<file path="src/rtl/sm_pwm_multichannel_gen.sv">
// sm_pwm_multichannel_gen
//   Multi-channel PWM generator: one clock-enable prescaler and one shared
//   period counter drive NUM_CH compare channels. Period, duty and polarity
//   pass through shadow registers that update only at a frame boundary (or
//   continuously while idle), so the outputs never glitch mid-frame.
//
// Ports
//   clk          system clock, all logic on posedge
//   rst_n        asynchronous active-low reset
//   en           run enable
//   period       counts per PWM frame (0 is treated as 1)
//   duty         per-channel duty, channel i = duty[i*CNT_W +: CNT_W]
//   pol          per-channel polarity, 1 = inverted output
//   pwm_out      registered PWM outputs
//   frame_start  one-clk pulse when the counter (re)starts at 0
module sm_pwm_multichannel_gen #(
    parameter int NUM_CH   = 2,
    parameter int CNT_W    = 8,
    parameter int PRESCALE = 100
) (
    input  logic                    clk,
    input  logic                    rst_n,
    input  logic                    en,
    input  logic [CNT_W-1:0]        period,
    input  logic [NUM_CH*CNT_W-1:0] duty,
    input  logic [NUM_CH-1:0]       pol,
    output logic [NUM_CH-1:0]       pwm_out,
    output logic                    frame_start
);

    localparam int PW = (PRESCALE > 1) ? $clog2(PRESCALE) : 1;
    localparam logic [PW-1:0] PRESC_LAST = PW'(PRESCALE - 1);

    logic [PW-1:0]           presc, presc_next;
    logic [CNT_W-1:0]        cnt, cnt_next;
    logic [CNT_W-1:0]        period_sh, period_sh_next;
    logic [NUM_CH*CNT_W-1:0] duty_sh, duty_sh_next;
    logic [NUM_CH-1:0]       pol_sh, pol_sh_next;
    logic [NUM_CH-1:0]       pwm_next;
    logic                    en_q;

    logic [CNT_W-1:0] eff_per;
    logic             start, run, tick, wrap, load;

    // The en-rise edge is itself the frame-start edge: presc and cnt stay at 0
    // on it, so the first frame is a full eff_per*PRESCALE clks even when
    // PRESCALE=1.
    always_comb begin
        eff_per = (period_sh == '0) ? CNT_W'(1) : period_sh;
        start   = en && !en_q;
        run     = en && en_q;
        tick    = run && (presc == PRESC_LAST);
        wrap    = tick && (cnt >= eff_per - CNT_W'(1));
        load    = wrap || !en;
    end

    always_comb begin
        presc_next     = '0;
        cnt_next       = '0;
        period_sh_next = period_sh;
        duty_sh_next   = duty_sh;
        pol_sh_next    = pol_sh;
        pwm_next       = '0;

        if (run && !tick) begin
            presc_next = presc + PW'(1);
        end

        if (run && !wrap) begin
            cnt_next = tick ? cnt + CNT_W'(1) : cnt;
        end

        if (load) begin
            period_sh_next = period;
            duty_sh_next   = duty;
            pol_sh_next    = pol;
        end

        // Compare uses post-update counter and shadows so pwm_out lines up
        // with cnt without an extra cycle of latency.
        for (int unsigned i = 0; i < NUM_CH; i++) begin
            if (!en) begin
                pwm_next[i] = pol_sh_next[i];
            end else begin
                pwm_next[i] = (cnt_next < duty_sh_next[i*CNT_W +: CNT_W]) ^ pol_sh_next[i];
            end
        end
    end

    always_ff @(posedge clk or negedge rst_n) begin
        if (!rst_n) begin
            presc       <= '0;
            cnt         <= '0;
            period_sh   <= '0;
            duty_sh     <= '0;
            pol_sh      <= '0;
            en_q        <= 1'b0;
            pwm_out     <= '0;
            frame_start <= 1'b0;
        end else begin
            presc       <= presc_next;
            cnt         <= cnt_next;
            period_sh   <= period_sh_next;
            duty_sh     <= duty_sh_next;
            pol_sh      <= pol_sh_next;
            en_q        <= en;
            pwm_out     <= pwm_next;
            frame_start <= wrap || start;
        end
    end

endmodule

</file>
<file path="config.mk">
export PLATFORM = sky130hd
export DESIGN_NAME = sm_pwm_multichannel_gen
export DESIGN_NICKNAME = d
export VERILOG_FILES = /design/src/rtl/sm_pwm_multichannel_gen.sv
export SDC_FILE = /design/constraint.sdc
export NUM_CORES = 1
export LEC_CHECK = 0
export CORE_UTILIZATION = 45
export CTS_BUF_LIST = sky130_fd_sc_hd__clkbuf_16
export CTS_CLUSTER_SIZE = 24
export DETAILED_ROUTE_END_ITERATION = 8
export PLACE_DENSITY = 0.79
export SETUP_SLACK_MARGIN = 0.05
export SYNTH_ARGS = -nofsm -noshare
export SYNTH_HDL_FRONTEND = slang
export SYNTH_SLANG_ARGS = --single-unit
</file>
<file path="constraint.sdc">
create_clock -name clk -period 5.02 [get_ports clk]
set_clock_uncertainty 0.1 [all_clocks]
set_input_delay 0.502 -clock clk [delete_from_list [all_inputs] [get_ports clk]]
set_output_delay 0.502 -clock clk [all_outputs]
set_load 0.005 [all_outputs]
</file>
==> results of run 1 <==
[kinds of logic (layout without fill, tap and decap cells)]
family,after synthesis,in the layout,synth area share (%)
xor+xnor,16,16,5.54
buf+inv,27,66,4.75
flops,45,45,44.5
compound gates,29,29,8.26
simple gates,73,73,15.6
fa+ha+maj,25,25,12.4
mux,22,22,9.05
[per-layer routing]
layer | share of wire (%) | vias up
li1 | - | 893
met4 | 1.3 | 0
met2 | 48 | 32
met3 | 3.8 | 7
met5 | 0 | -
met1 | 47 | 846
[sequential cells by signal (all words and copies together), names as in the netlist]
signal	cells
cnt	8
duty_sh	16
en_q	1
frame_start	1
period_sh	8
pol_sh	2
presc	7
pwm_out	2
[stage by stage]
| stage | instance area (um2) | util (%) | power [W] |
|---|---|---|---|
| after global routing | 3110 | 58.9 | 0.000931 |
| after CTS | 3080 | 58.5 | 0.000896 |
| after detailed placement | 2920 | 55.3 | 0.000528 |
| final | 3110 | 58.9 | 0.000889 |
| after global placement | 2920 | 55.3 | 0.000525 |
| after floorplan | 2530 | - | 0.000475 |
[worst register-to-register path, delay by kind of cell, from the launching register on]
kind	cells	cell delay (ns)
xor+xnor	2	0.28
buf+inv	2	0.32
simple gates	8	1.35
mux	1	0.15
flops	1	0.44
fa+ha+maj	3	0.76
compound gates	6	1.01
[cell type report]
type                    instances  area, um2  area share (%)
repair buffers                 34        328            10.6
flip-flops and latches         45       1130            36.3
inverters                      24       90.1            2.90
well taps                      70       87.6            2.82
multi-input cells             165       1310            42.1
clock inverters                 3       42.5            1.37
clock buffers                   5        125            4.03
[synthesized netlist by cell type (2+ instances only)]
| cell | count |
|---|---|
| o21ai_1 | 2 |
| mux2_2 | 7 |
| nor2b_1 | 2 |
| xor2_1 | 7 |
| nand3_1 | 4 |
| o21ai_0 | 11 |
| ha_1 | 25 |
| dfrtp_1 | 45 |
| nand2_1 | 16 |
| inv_1 | 24 |
| a31oi_1 | 3 |
| o2111ai_2 | 2 |
| nor3_1 | 6 |
| nor4_1 | 3 |
| or2_2 | 4 |
| xnor2_1 | 9 |
| nand4_1 | 4 |
| nor2_1 | 21 |
| a21oi_1 | 6 |
| buf_6 | 2 |
| mux2i_1 | 15 |
| o31a_1 | 2 |
[report_power, final]
group	total [W]	leakage, nW	internal, W	switching [W]
Clock	0.000365	0.0852	0.000234	0.000131
Combinational	0.000124	0.796	0.0000649	0.0000586
Sequential	0.000400	0.563	0.000387	0.0000133
[how the worst max path moves through the flow]
stage | start | to | depth (start not counted)
2_1_floorplan | period_sh[2] | pwm_out[1] | 22
3_3_place_gp | period_sh[2] | pwm_out[0] | 22
3_5_place_dp | period_sh[2] | pwm_out[0] | 22
4_1_cts | period_sh[2] | pwm_out[0] | 22
5_1_grt | period_sh[2] | pwm_out[0] | 22
6_report | period_sh[2] | pwm_out[0] | 22
==> reports/qor.yml, run 1 <==
place_inst: 338
floorplan.die_area_um2: 5930
ctsLongestPathBuffers: 2
nFillCells: 436
grt_pass1_vias: 1770
cp-start-kind: "flop"
ys_warn_count: 0
drc: 0
portBuffers: 31
ctsHoldBuffers: 0
power-per-cell-area_nw_per_um2: 286
ios: 32
rows: 26
cts_tree: "done"
synthArstFlopShare_pct: 100
clk_latency_ns: 0.29
r2r-start: "period_sh[2]"
setup_violations: 0
fin_nets: 329
finalWorstSetupSlack_ns: 0.490
initial_core_util_pct: 48.0
ys_seq_area_share_pct: 44.5
routedWlPerCell_um: 13.2
cts_resized: 0
fin_tns_setup_ns: 0
synth_cells: 237
reg2reg_depth: 22
met2_usage_pct: 28.0
ant_nets: 0
clk_pin_slew_ns: 0.06
layout_common_cells: "dfrtp_1, clkdlybuf4s50_1, inv_1, ha_1, nor2_1"
use_met1_pct: 21.2
syn_area_um2: 2530
timing_worst_setup_path_type: "flop to flop"
synth_area_per_cell_um2: 10.7
final_cells: 346
place_ws_ns: 0.152
synth_top_area_share_pct: 44.5
cts_num_sinks: 45
fin_crit_ns: 4.53
htree_levels: 2
slew_headroom_pct: 34.7
synth.area.top_cells: "dfrtp_1, ha_1, mux2i_1"
wl_mm: 4.57
reg2reg_to: "pwm_out[0]"
cts_setup_buffers: 0
grt_pass1_wl_mm: 7.80
drv_cap: 0
areaGrowthSynthToFinish_pct: 22.7
gr-total-overflow: 0
dp.final_hpwl_mm: 3.48
die_y_um: 77
track_usage_pct: 16.8
arrival_ns: 4.60
critical_path_peak_fanout: 7
path_delay_family: "simple AND/OR/NAND/NOR gates"
syn_nets: 291
rsz0062_at_grt: "no"
crit_path_cell_trace: "nor4_4, nand2_1, o21ai_1, inv_1, ha_1, nand2_1, nor3_1, xnor2_1, ha_1, a41oi_1, o21ai_1, and2_2, nor2_4, nand2_2, buf_4, mux2i_1, ha_1, nor4_1, o21ai_1, a31oi_2, o2111ai_2, xnor2_1"
period_share_pct: 90.2
synth_enable_flop_cells: 0
crit_path_max_incr_delay_ns: 0.44
grt_max_degree: 46
end_kind: "flop"
layout_commonest_cell: "dfrtp_1"
hold_class: "input port to asynchronous set/reset pin"
antenna_found_initial: 0
antennaDiodeCount: 0
peakVddDrop_v: 0.000162
worst_path_max_delay_cell: "dfrtp_1"
cts-root-buf: "clkbuf_16"
use_met3_pct: 4.17
grt.busiest_layer: "met2"
worstMarginPinSlew_ns: 0.980
hold_viol_final: 0
die_w_um: 77
num_vias: 1778
crit_required_ns: 5.09
avgViaCountPerCell: 5.14
drive_above_1_share_pct: 13.4
timing.hold.ws_ns: 0.278
synth_seq_cells: 45
yosysUniqueCellTypes: 39
reg2reg_setup_slack_ns: 0.49
ys.flop_type: "dfrtp_1"
p_leak_nw: 1.44
dr.pass1.iters: 4
worst-path-buf-inv: 2
first_iter_violations: 82
core-area_um2: 5270
status: "completed"
gp_congestion: 0.818
synth_top_cell_by_area: "dfrtp_1"
slew_violations: 0
fmax_mhz: 221
cts_made_buffers: 5
(Power assumes the default switching activity.)
==> run 2: changes to the inputs <==
--- a/config.mk
+++ b/config.mk
@@ -5,12 +5,15 @@
 export SDC_FILE = /design/constraint.sdc
 export NUM_CORES = 1
 export LEC_CHECK = 0
+export ABC_AREA = 0
 export CORE_UTILIZATION = 45
 export CTS_BUF_LIST = sky130_fd_sc_hd__clkbuf_16
+export CTS_CLUSTER_DIAMETER = 200
 export CTS_CLUSTER_SIZE = 24
 export DETAILED_ROUTE_END_ITERATION = 8
 export PLACE_DENSITY = 0.79
 export SETUP_SLACK_MARGIN = 0.05
+export SKIP_LAST_GASP = 1
 export SYNTH_ARGS = -nofsm -noshare
 export SYNTH_HDL_FRONTEND = slang
 export SYNTH_SLANG_ARGS = --single-unit
==> results of run 2 <==
No change in the layout: final DEF, timing and power equal those of run 1.
==> run 3: changes to the inputs <==
--- a/config.mk
+++ b/config.mk
@@ -6,12 +6,14 @@
 export NUM_CORES = 1
 export LEC_CHECK = 0
 export ABC_AREA = 0
+export CORE_MARGIN = 2
 export CORE_UTILIZATION = 45
 export CTS_BUF_LIST = sky130_fd_sc_hd__clkbuf_16
 export CTS_CLUSTER_DIAMETER = 200
 export CTS_CLUSTER_SIZE = 24
 export DETAILED_ROUTE_END_ITERATION = 8
-export PLACE_DENSITY = 0.79
+export DONT_BUFFER_PORTS = 1
+export PLACE_DENSITY = 0.72
 export SETUP_SLACK_MARGIN = 0.05
 export SKIP_LAST_GASP = 1
 export SYNTH_ARGS = -nofsm -noshare
==> run 3 against run 2 <==
Net effect: utilization fell by 7.8 points; sequential share of layout area rose by 4.0 points; global-route usage fell by 0.46 points; hold slack got worse by 0.13 ns; final area fell by 9.8%; combinational power fell by 22%; flip-flop and latch count did not move; count of clock-buffer cells in the layout did not move; via count fell by 5.8%; non-clock buffer count fell by 30; routed wire length fell by 1.2%; largest cell class unchanged; highest routed layer unchanged.
==> reports/qor.yml, run 3 (same netlist as run 1, synthesis figures left out) <==
status: "completed"
power-per-cell-area_nw_per_um2: 287  # +0.44%
timing.hold.ws_ns: 0.148  # -0.130 ns
ios: 32  # unchanged
critPathMostFrequentCell: "ha_1"
track_usage_pct: 16.4  # -0.46 points
die_w_um: 79  # +2.6%
routedWlPerCell_um: 14.2  # +7.5%
num_vias: 1674  # -5.8%
period_share_pct: 90.4  # +0.19 points
hold_viol_final: 0  # unchanged
fmax_mhz: 220  # -0.21%
rows: 27  # +3.8%
grt_max_degree: 46  # unchanged
portBuffers: 0  # -100%
fin_area_um2: 2800  # -9.8%
crit_path_max_incr_delay_ns: 0.44  # about the same
final_core_utilization_pct: 51.2  # -7.8 points
crit_path_cell_trace: "nor4_4, nand2_1, o21ai_0, inv_1, ha_1, nand2_1, nor3_1, xnor2_1, ha_1, a21oi_1, o21ai_1, and2_2, nor2_4, nand2_2, buf_4, mux2i_1, ha_1, a21oi_1, nor2b_1, o21ai_0, o2111ai_2, xnor2_1"
htree_levels: 2  # unchanged
drc: 0  # unchanged
end_kind: "flop"
critical_path_peak_fanout: 15  # +8
reg2reg_setup_slack_ns: 0.48  # about the same
worstMarginPinSlew_ns: 0.325  # -0.655 ns
ant_nets: 0  # unchanged
worst_path_max_delay_cell: "dfrtp_1"
drive_above_1_share_pct: 14.2  # +0.82 points
fin_crit_ns: 4.54  # +0.00956 ns
fin_nets: 299  # -9.1%
top_regs: "duty_sh: 16 flops, cnt: 8 flops, period_sh: 8 flops"
nFillCells: 507  # +16%
clk_latency_ns: 0.28  # about the same
rsz0062_at_grt: "no"
initial_core_util_pct: 46.3  # -1.8 points
seq_area_um2: 1130  # unchanged
die_y_um: 79  # +2.6%
gr-total-overflow: 0  # unchanged
arrival_ns: 4.61  # about the same
place_inst: 308  # -8.9%
clk_pin_slew_ns: 0.06  # about the same
crit_required_ns: 5.09  # about the same
p_leak_nw: 1.32  # -8.7%
first_iter_violations: 81  # -1.2%
largest_register: "duty_sh"
timing_worst_setup_path_type: "flop to flop"
antenna_found_initial: 0  # unchanged
peakVddDrop_v: 0.000131  # -19%
slew_violations: 0  # unchanged
dpl_cell_area_um2: 2610  # -11%
slew_headroom_pct: 78.3  # +44 points
multi_input_area_um2: 1300  # -0.19%
hold_class: "input port to flop"
layout_common_cells: "dfrtp_1, ha_1, inv_1, nor2_1, nand2_1"
worst-path-buf-inv: 2  # unchanged
floorplan.die_area_um2: 6240  # +5.3%
setup_violations: 0  # unchanged
cts-root-buf: "clkbuf_16"
final_cells: 318  # -8.1%
cts_setup_buffers: 0  # unchanged
cts_num_sinks: 45  # unchanged
cp-start-kind: "flop"
wl_mm: 4.52  # -1.2%
largest_reg_flops: 16  # unchanged
layout_commonest_cell: "dfrtp_1"
grt_pass1_wl_mm: 8.00  # +2.7%
dr.pass1.iters: 4  # unchanged
grt_pass1_vias: 1809  # +2.2%
drv_cap: 0  # unchanged
cts_made_buffers: 5  # unchanged
areaGrowthSynthToFinish_pct: 10.6
avgViaCountPerCell: 5.26  # +2.4%
dp.final_hpwl_mm: 3.48  # +0.10%
fin_tns_setup_ns: 0  # unchanged
path_delay_family: "simple AND/OR/NAND/NOR gates"
cts_tree: "done"
core-area_um2: 5470  # +3.8%
ctsLongestPathBuffers: 2  # unchanged
antennaDiodeCount: 0  # unchanged
gp_congestion: 0.814  # -0.55%
[run 3: worst paths after layout]
path | start | to | cells past startpoint
worst min-delay path | en | en_q | 0
max in group asynchronous | rst_n | period_sh[1] | 2
worst min register to register | duty_sh[5] | duty_sh[5] | 2
min in group asynchronous | rst_n | presc[1] | 2
worst max-delay path | period_sh[2] | pwm_out[1] | 22
worst max register to register | period_sh[2] | pwm_out[1] | 22
[run 3: area by class of cell]
type	instances	area share, %
timing repair buffer	4	1.88
multi-input combinational	165	46.6
sequential	45	40.2
clock inverter	3	0.447
inverter	24	3.22
tap	72	3.22
clock buffer	5	4.47
[run 3: worst reg2reg max path, delay by kind of cell, from the launching register on]
| family | cells | cell delay [ns] |
|---|---|---|
| buffers and inverters | 2 | 0.40 |
| flip-flops | 1 | 0.44 |
| XOR/XNOR | 2 | 0.29 |
| AO/OA/AOI/OAI | 6 | 1.00 |
| adder cells (fa/ha/maj) | 3 | 0.80 |
| AND/OR/NAND/NOR | 8 | 1.13 |
| multiplexers | 1 | 0.27 |
[run 3: stage by stage]
step                      total power [W]  worst slack, ns
after floorplan                  0.000475            0.745
after global placement           0.000489            0.290
after detailed placement         0.000493            0.181
after CTS                        0.000813            0.166
after global routing             0.000849           0.0570
final                            0.000805            0.480
[run 3: power breakdown]
group          internal (W)  switching [W]
Combinational     0.0000435      0.0000527
Sequential         0.000387      0.0000136
Clock              0.000180       0.000128
[run 3: layer usage]
metal	GRT usage [%]	share of wire [%]	vias to the layer above
met1	20.9	48	796
met5	0	0	-
li1	-	-	834
met3	4.66	4.2	11
met4	5.69	2.1	0
met2	26.7	46	33
[run 3: what timing repair did]
item	4_1_cts	5_1_grt
endpoints found under the hold margin	45	0
hold buffers	2	0
resized for setup	0	4
setup endpoints to repair	0	2
